**src/rtl/uart_tx_scheduler.sv**
```systemverilog
// Round-robin scheduler sharing one uart_tx among NUM_REQ requesters.
// Each grant owns a fixed-length frame slot timed locally, since uart_tx reports no busy/done.
module uart_tx_scheduler #(
  parameter int CLK_FREQUENCY = 50_000_000,
  parameter int BAUD_RATE     = 115_200,
  parameter int DATA_BITS     = 7,
  parameter int NUM_REQ       = 4,
  parameter int GUARD_BITS    = 1,
  localparam int ID_W         = (NUM_REQ > 1) ? $clog2(NUM_REQ) : 1
) (
  input  logic                           clk,
  input  logic                           reset,
  input  logic [NUM_REQ-1:0]             req_valid,
  input  logic [NUM_REQ*DATA_BITS-1:0]   req_data,
  output logic [NUM_REQ-1:0]             req_ready,
  output logic [DATA_BITS-1:0]           data_to_transmit,
  output logic                           request_to_send,
  output logic                           busy,
  output logic [ID_W-1:0]                grant_id,
  output logic                           frame_done
);

  localparam int BAUD_DIVIDER = CLK_FREQUENCY / BAUD_RATE;
  localparam int SLOT_CYCLES  = (DATA_BITS + 2 + GUARD_BITS) * BAUD_DIVIDER;
  localparam int CNT_W        = $clog2(SLOT_CYCLES);

  localparam logic [CNT_W-1:0] CNT_ONE   = CNT_W'(1);
  localparam logic [CNT_W-1:0] CNT_ZERO  = CNT_W'(0);
  localparam logic [CNT_W-1:0] SEND_LAST = CNT_W'(BAUD_DIVIDER - 1);
  localparam logic [CNT_W-1:0] SLOT_LAST = CNT_W'(SLOT_CYCLES - 1);
  localparam logic [CNT_W-1:0] DONE_PRE  = CNT_W'(SLOT_CYCLES - 2);

  generate
    if (BAUD_DIVIDER < 2) begin : g_bad_baud
      $error("uart_tx_scheduler: BAUD_DIVIDER must be at least 2");
    end
    if (NUM_REQ < 1) begin : g_bad_num_req
      $error("uart_tx_scheduler: NUM_REQ must be at least 1");
    end
  endgenerate

  typedef enum logic [1:0] {
    IDLE = 2'd0,
    SEND = 2'd1,
    WAIT = 2'd2
  } state_t;

  state_t                 state_r;
  state_t                 state_next_s;
  logic [CNT_W-1:0]       cnt_r;
  logic [CNT_W-1:0]       cnt_next_s;
  logic [ID_W-1:0]        rr_ptr_r;
  logic [ID_W-1:0]        winner_s;
  logic [ID_W-1:0]        idx_s;
  logic                   found_s;
  logic                   grant_s;
  logic [DATA_BITS-1:0]   words_s [NUM_REQ];

  for (genvar g = 0; g < NUM_REQ; g++) begin : g_words
    assign words_s[g] = req_data[g*DATA_BITS +: DATA_BITS];
  end

  // Round-robin search starting one past the previous winner.
  always_comb begin
    found_s  = 1'b0;
    winner_s = rr_ptr_r;
    idx_s    = {ID_W{1'b0}};
    for (int k = 1; k <= NUM_REQ; k++) begin
      idx_s = ID_W'((int'(rr_ptr_r) + k) % NUM_REQ);
      if (!found_s && req_valid[idx_s]) begin
        found_s  = 1'b1;
        winner_s = idx_s;
      end else begin
        found_s  = found_s;
      end
    end
  end

  // Next-state, slot counter and grant strobe.
  always_comb begin
    state_next_s = state_r;
    cnt_next_s   = cnt_r;
    grant_s      = 1'b0;
    req_ready    = {NUM_REQ{1'b0}};
    case (state_r)
      IDLE: begin
        if (found_s) begin
          grant_s             = 1'b1;
          req_ready[winner_s] = ~reset;
          state_next_s        = SEND;
          cnt_next_s          = CNT_ZERO;
        end else begin
          state_next_s        = IDLE;
        end
      end
      SEND: begin
        cnt_next_s = cnt_r + CNT_ONE;
        if (cnt_r == SEND_LAST) begin
          state_next_s = WAIT;
        end else begin
          state_next_s = SEND;
        end
      end
      WAIT: begin
        if (cnt_r == SLOT_LAST) begin
          state_next_s = IDLE;
          cnt_next_s   = CNT_ZERO;
        end else begin
          state_next_s = WAIT;
          cnt_next_s   = cnt_r + CNT_ONE;
        end
      end
      default: begin
        state_next_s = IDLE;
        cnt_next_s   = CNT_ZERO;
      end
    endcase
  end

  // State register, counter and registered outputs; frame_done is set one cycle early so it lands on the last slot cycle.
  always_ff @(posedge clk) begin
    if (reset) begin
      state_r          <= IDLE;
      cnt_r            <= CNT_ZERO;
      rr_ptr_r         <= ID_W'(NUM_REQ - 1);
      data_to_transmit <= {DATA_BITS{1'b0}};
      request_to_send  <= 1'b0;
      busy             <= 1'b0;
      grant_id         <= {ID_W{1'b0}};
      frame_done       <= 1'b0;
    end else begin
      state_r          <= state_next_s;
      cnt_r            <= cnt_next_s;
      request_to_send  <= (state_next_s == SEND);
      busy             <= (state_next_s != IDLE);
      frame_done       <= (state_r == WAIT) && (cnt_r == DONE_PRE);
      if (grant_s) begin
        data_to_transmit <= words_s[winner_s];
        grant_id         <= winner_s;
        rr_ptr_r         <= winner_s;
      end
    end
  end

endmodule

```
**config.mk**
```make
export PLATFORM = sky130hd
export DESIGN_NAME = uart_tx_scheduler
export DESIGN_NICKNAME = d
export VERILOG_FILES = /design/src/rtl/uart_tx_scheduler.sv
export SDC_FILE = /design/constraint.sdc
export NUM_CORES = 1
export LEC_CHECK = 0
export CELL_PAD_IN_SITES_DETAIL_PLACEMENT = 2
export CELL_PAD_IN_SITES_GLOBAL_PLACEMENT = 2
export CORE_MARGIN = 4
export CORE_UTILIZATION = 29
export CTS_CLUSTER_DIAMETER = 60
export DETAILED_ROUTE_END_ITERATION = 8
export PLACE_DENSITY = 0.94
export SLEW_MARGIN = 10
export SYNTH_ARGS = -nofsm -noshare
export SYNTH_HDL_FRONTEND = slang
export SYNTH_SLANG_ARGS = --single-unit
```
**constraint.sdc**
```tcl
create_clock -name clk -period 2.8 [get_ports clk]
set_input_delay 0.56 -clock clk [delete_from_list [all_inputs] [get_ports clk]]
set_output_delay 0.56 -clock clk [all_outputs]
set_load 0.05 [all_outputs]
```
==> flow_metrics.env <==
export IMPL_die_w_um=89.28
export IMPL_worstReg2RegStart="cnt_r[10]"
export IMPL_cts_tree="done"
export IMPL_route_detailed_drc=0
export IMPL_synth_largest_area_cell="dfxtp_1"
export IMPL_max_cap_viol_count=0
export IMPL_hp_start="data_to_transmit[5]"
export IMPL_final_cell_mix="clkdlybuf4s50_1, dfxtp_1, buf_4"
export IMPL_gr_total_overflow=0
export IMPL_r2r_slack_ns=0.70
export IMPL_post_synth_num_cell_types=44
export IMPL_insertion_delay_ns=0.29
export IMPL_gp_congestion=0.7852
export IMPL_first_pass_iters=4
export IMPL_clkTransAtPathRegs_ns=0.06
export IMPL_viasPerCell=5.801
export IMPL_startpoint_type="primary input"
export IMPL_whs_path_depth=2
export IMPL_setup_ws_ns=0.03313
export IMPL_p_leak_nw=0.9844
export IMPL_final_common_cell="clkdlybuf4s50_1"
export IMPL_grt_setup_unrepaired="yes"
export IMPL_place_ws_ns=-0.1331
export IMPL_detail_route_wl_per_cell_um=21.79
export IMPL_vias=2239
export IMPL_ioPinCount=50
export IMPL_setup_viol=0
export IMPL_wirelength_mm=8.411
export IMPL_worst_slew_pin_slew_ns=0.6414
export IMPL_arrival_ns=2.21
export IMPL_postCtsSetupRepairBufs=0
export IMPL_min_path_type="flip-flop to flip-flop"
export IMPL_fin_crit_ns=2.767
export IMPL_core_area_um2=6386
export IMPL_cts_buffer_depth=2
export IMPL_cp_end_kind="output pin"
export IMPL_whs_ns=0.5006
export IMPL_first_iter_violations=112
export IMPL_critical_path_max_fanout=3
export IMPL_hpwl_mm=6.348
export IMPL_initial_core_util_pct=30.00
export IMPL_clock_sinks=29
export IMPL_synth_top_flop_cell="dfxtp_1"
export IMPL_netlist_area_um2=1916
export IMPL_die_area_um2=7970
export IMPL_area_growth_pct=42.06
export IMPL_hold_violations=0
export IMPL_post_route_period_util_pct=98.82
export IMPL_synth_seq_cells=29
export IMPL_timing_rr_end="cnt_r[9]"
export IMPL_synth_edf_count=0
export IMPL_cp_data_required_time_ns=2.24
export IMPL_yosysSeqAreaShare_pct=30.31
export IMPL_yosys_warnings=0
export IMPL_critPathKind="primary input to output pin"
export IMPL_root_buffer="clkbuf_8"
export IMPL_place_inst=378
export IMPL_synthCells=246
export IMPL_synth_fp_nets=287
export IMPL_drv_slew=0
export IMPL_clock_skew_ns=0.008387
export IMPL_avgSynthCellArea_um2=7.787
export IMPL_seq_area_um2=580.6
export IMPL_htreeDepth=2
export IMPL_netlist_area_leader_share_pct=30.31
export IMPL_grt_max_degree=27
export IMPL_stdcell_count=386
export IMPL_io_buffers=49
export IMPL_cellPowerDensity_nw_per_um2=467.2
export IMPL_cts_made_buffers=5
export IMPL_status="finished, final reports clean"
export IMPL_ant_nets=0
export IMPL_synth_area_leaders="dfxtp_1, a211oi_1, a32oi_1, ha_1, inv_1"
export IMPL_grt_pass1_vias=2440
export IMPL_max_freq_ghz=0.3614
export IMPL_async_flop_share_pct=0
export IMPL_die_h_um=89.28
export IMPL_relSlewSlack_pct=56.88
export IMPL_multi_input_area_um2=1197
export IMPL_fp_row_count=29
export IMPL_antenna_found_initial=0
export IMPL_ir_drop_mv=0.3292
export IMPL_n_fill_cell=742
export IMPL_grt_pass1_wl_mm=13.08
export IMPL_drive_gt1_share_pct=13.92
export IMPL_grt_use_total_pct=21.49
export IMPL_reg2reg_depth=4
export IMPL_whs_endpoint="data_to_transmit[5]"
export IMPL_nNetsFinal=349
export IMPL_antenna_diode_count=0
==> metal layers <==
metal  vias up  wire length, um  share of wire (%)  global-route usage, %
met5         -                0                  0                      0
met4         0              233                2.8                  7.984
met3        20              313                3.7                  3.226
met2        52             4243                 50                  37.04
met1      1115             3620                 43                  26.95
li1       1052                -                  -                      -
==> through the flow <==
stage	utilization, %	TNS [ns]	cell area (um^2)	total power [mW]
5_1_grt	42.61	-0.004829	2721	1.334
4_1_cts	42.54	0	2716	1.277
3_5_place_dp	40.97	-0.5065	2616	0.9182
3_3_place_gp	40.97	-0.05954	2616	0.8929
2_1_floorplan	-	0	1916	0.7103
6_report	42.61	0	2721	1.271
==> worst max-delay path, stage by stage <==
cell,delay (ns)
clkdlybuf4s50_1,0.53
o41ai_1,0.11
nor2_1,0.16
or4b_4,0.54
nor2_2,0.15
buf_12,0.15
==> power by group <==
part / leakage [nW] / total [mW] / internal [mW] / switching [mW]
Combinational: 0.703 / 0.457 / 0.182 / 0.275
Sequential: 0.237 / 0.465 / 0.440 / 0.0248
Clock: 0.0439 / 0.349 / 0.171 / 0.178
==> area by class of cell <==
class	instances	share of cell area, %
well taps	77	3.540
clock buffers	5	2.529
flip-flops and latches	29	21.33
inverters	22	3.034
multi-input cells	178	44.00
repair buffers	72	24.92
clock inverters	3	0.6437
==> cells in the mapped netlist (2+ instances only) <==
cell type,n
ha_1,7
or3_1,6
nand2_1,21
nand4_1,6
nand3_1,11
o221ai_1,8
nor2b_1,5
buf_2,8
nor3b_1,2
nor4_1,3
dfxtp_1,29
a211oi_1,19
clkbuf_1,9
inv_1,22
nor3_1,7
a32oi_1,16
and2_1,2
o21ai_0,8
a21oi_1,13
nand2b_1,3
nand4b_1,2
o21a_1,2
and3_1,2
o211ai_1,2
nor2_1,14
==> worst max path at each step <==
stage | from | endpoint | slack [ns] | cells after the start
final | req_valid[0] | req_ready[0] | 0.03 | 6
after floorplan | req_valid[3] | req_ready[0] | 0.02 | 6
after global routing | req_valid[0] | req_ready[0] | -0.005 | 6
after global placement | req_valid[2] | req_ready[2] | -0.03 | 6
after detailed placement | req_valid[2] | req_ready[3] | -0.13 | 7
after CTS | req_valid[0] | req_ready[2] | 0.02 | 6
==> state kept, by name, summed over array words and instances (netlist names) <==
signal and count:
busy 1, cnt_r 13, data_to_transmit 7, frame_done 1, grant_id 2, request_to_send 1
rr_ptr_r 2, state_r 2
==> logic make-up after synthesis <==
family | after synthesis | share of synthesized area (%)
simple gates | 91 | 25.74
compound gates | 79 | 30.76
buf+inv | 39 | 8.165
flops | 29 | 30.31
fa+ha+maj | 7 | 4.572
xor+xnor | 1 | 0.4573
==> timing repair <==
item,4_1_cts,5_1_grt
endpoints found under the setup margin,4,1
resized for setup,8,1
hold buffers,0,0
No activity file was read; power rests on OpenSTA's default activity.
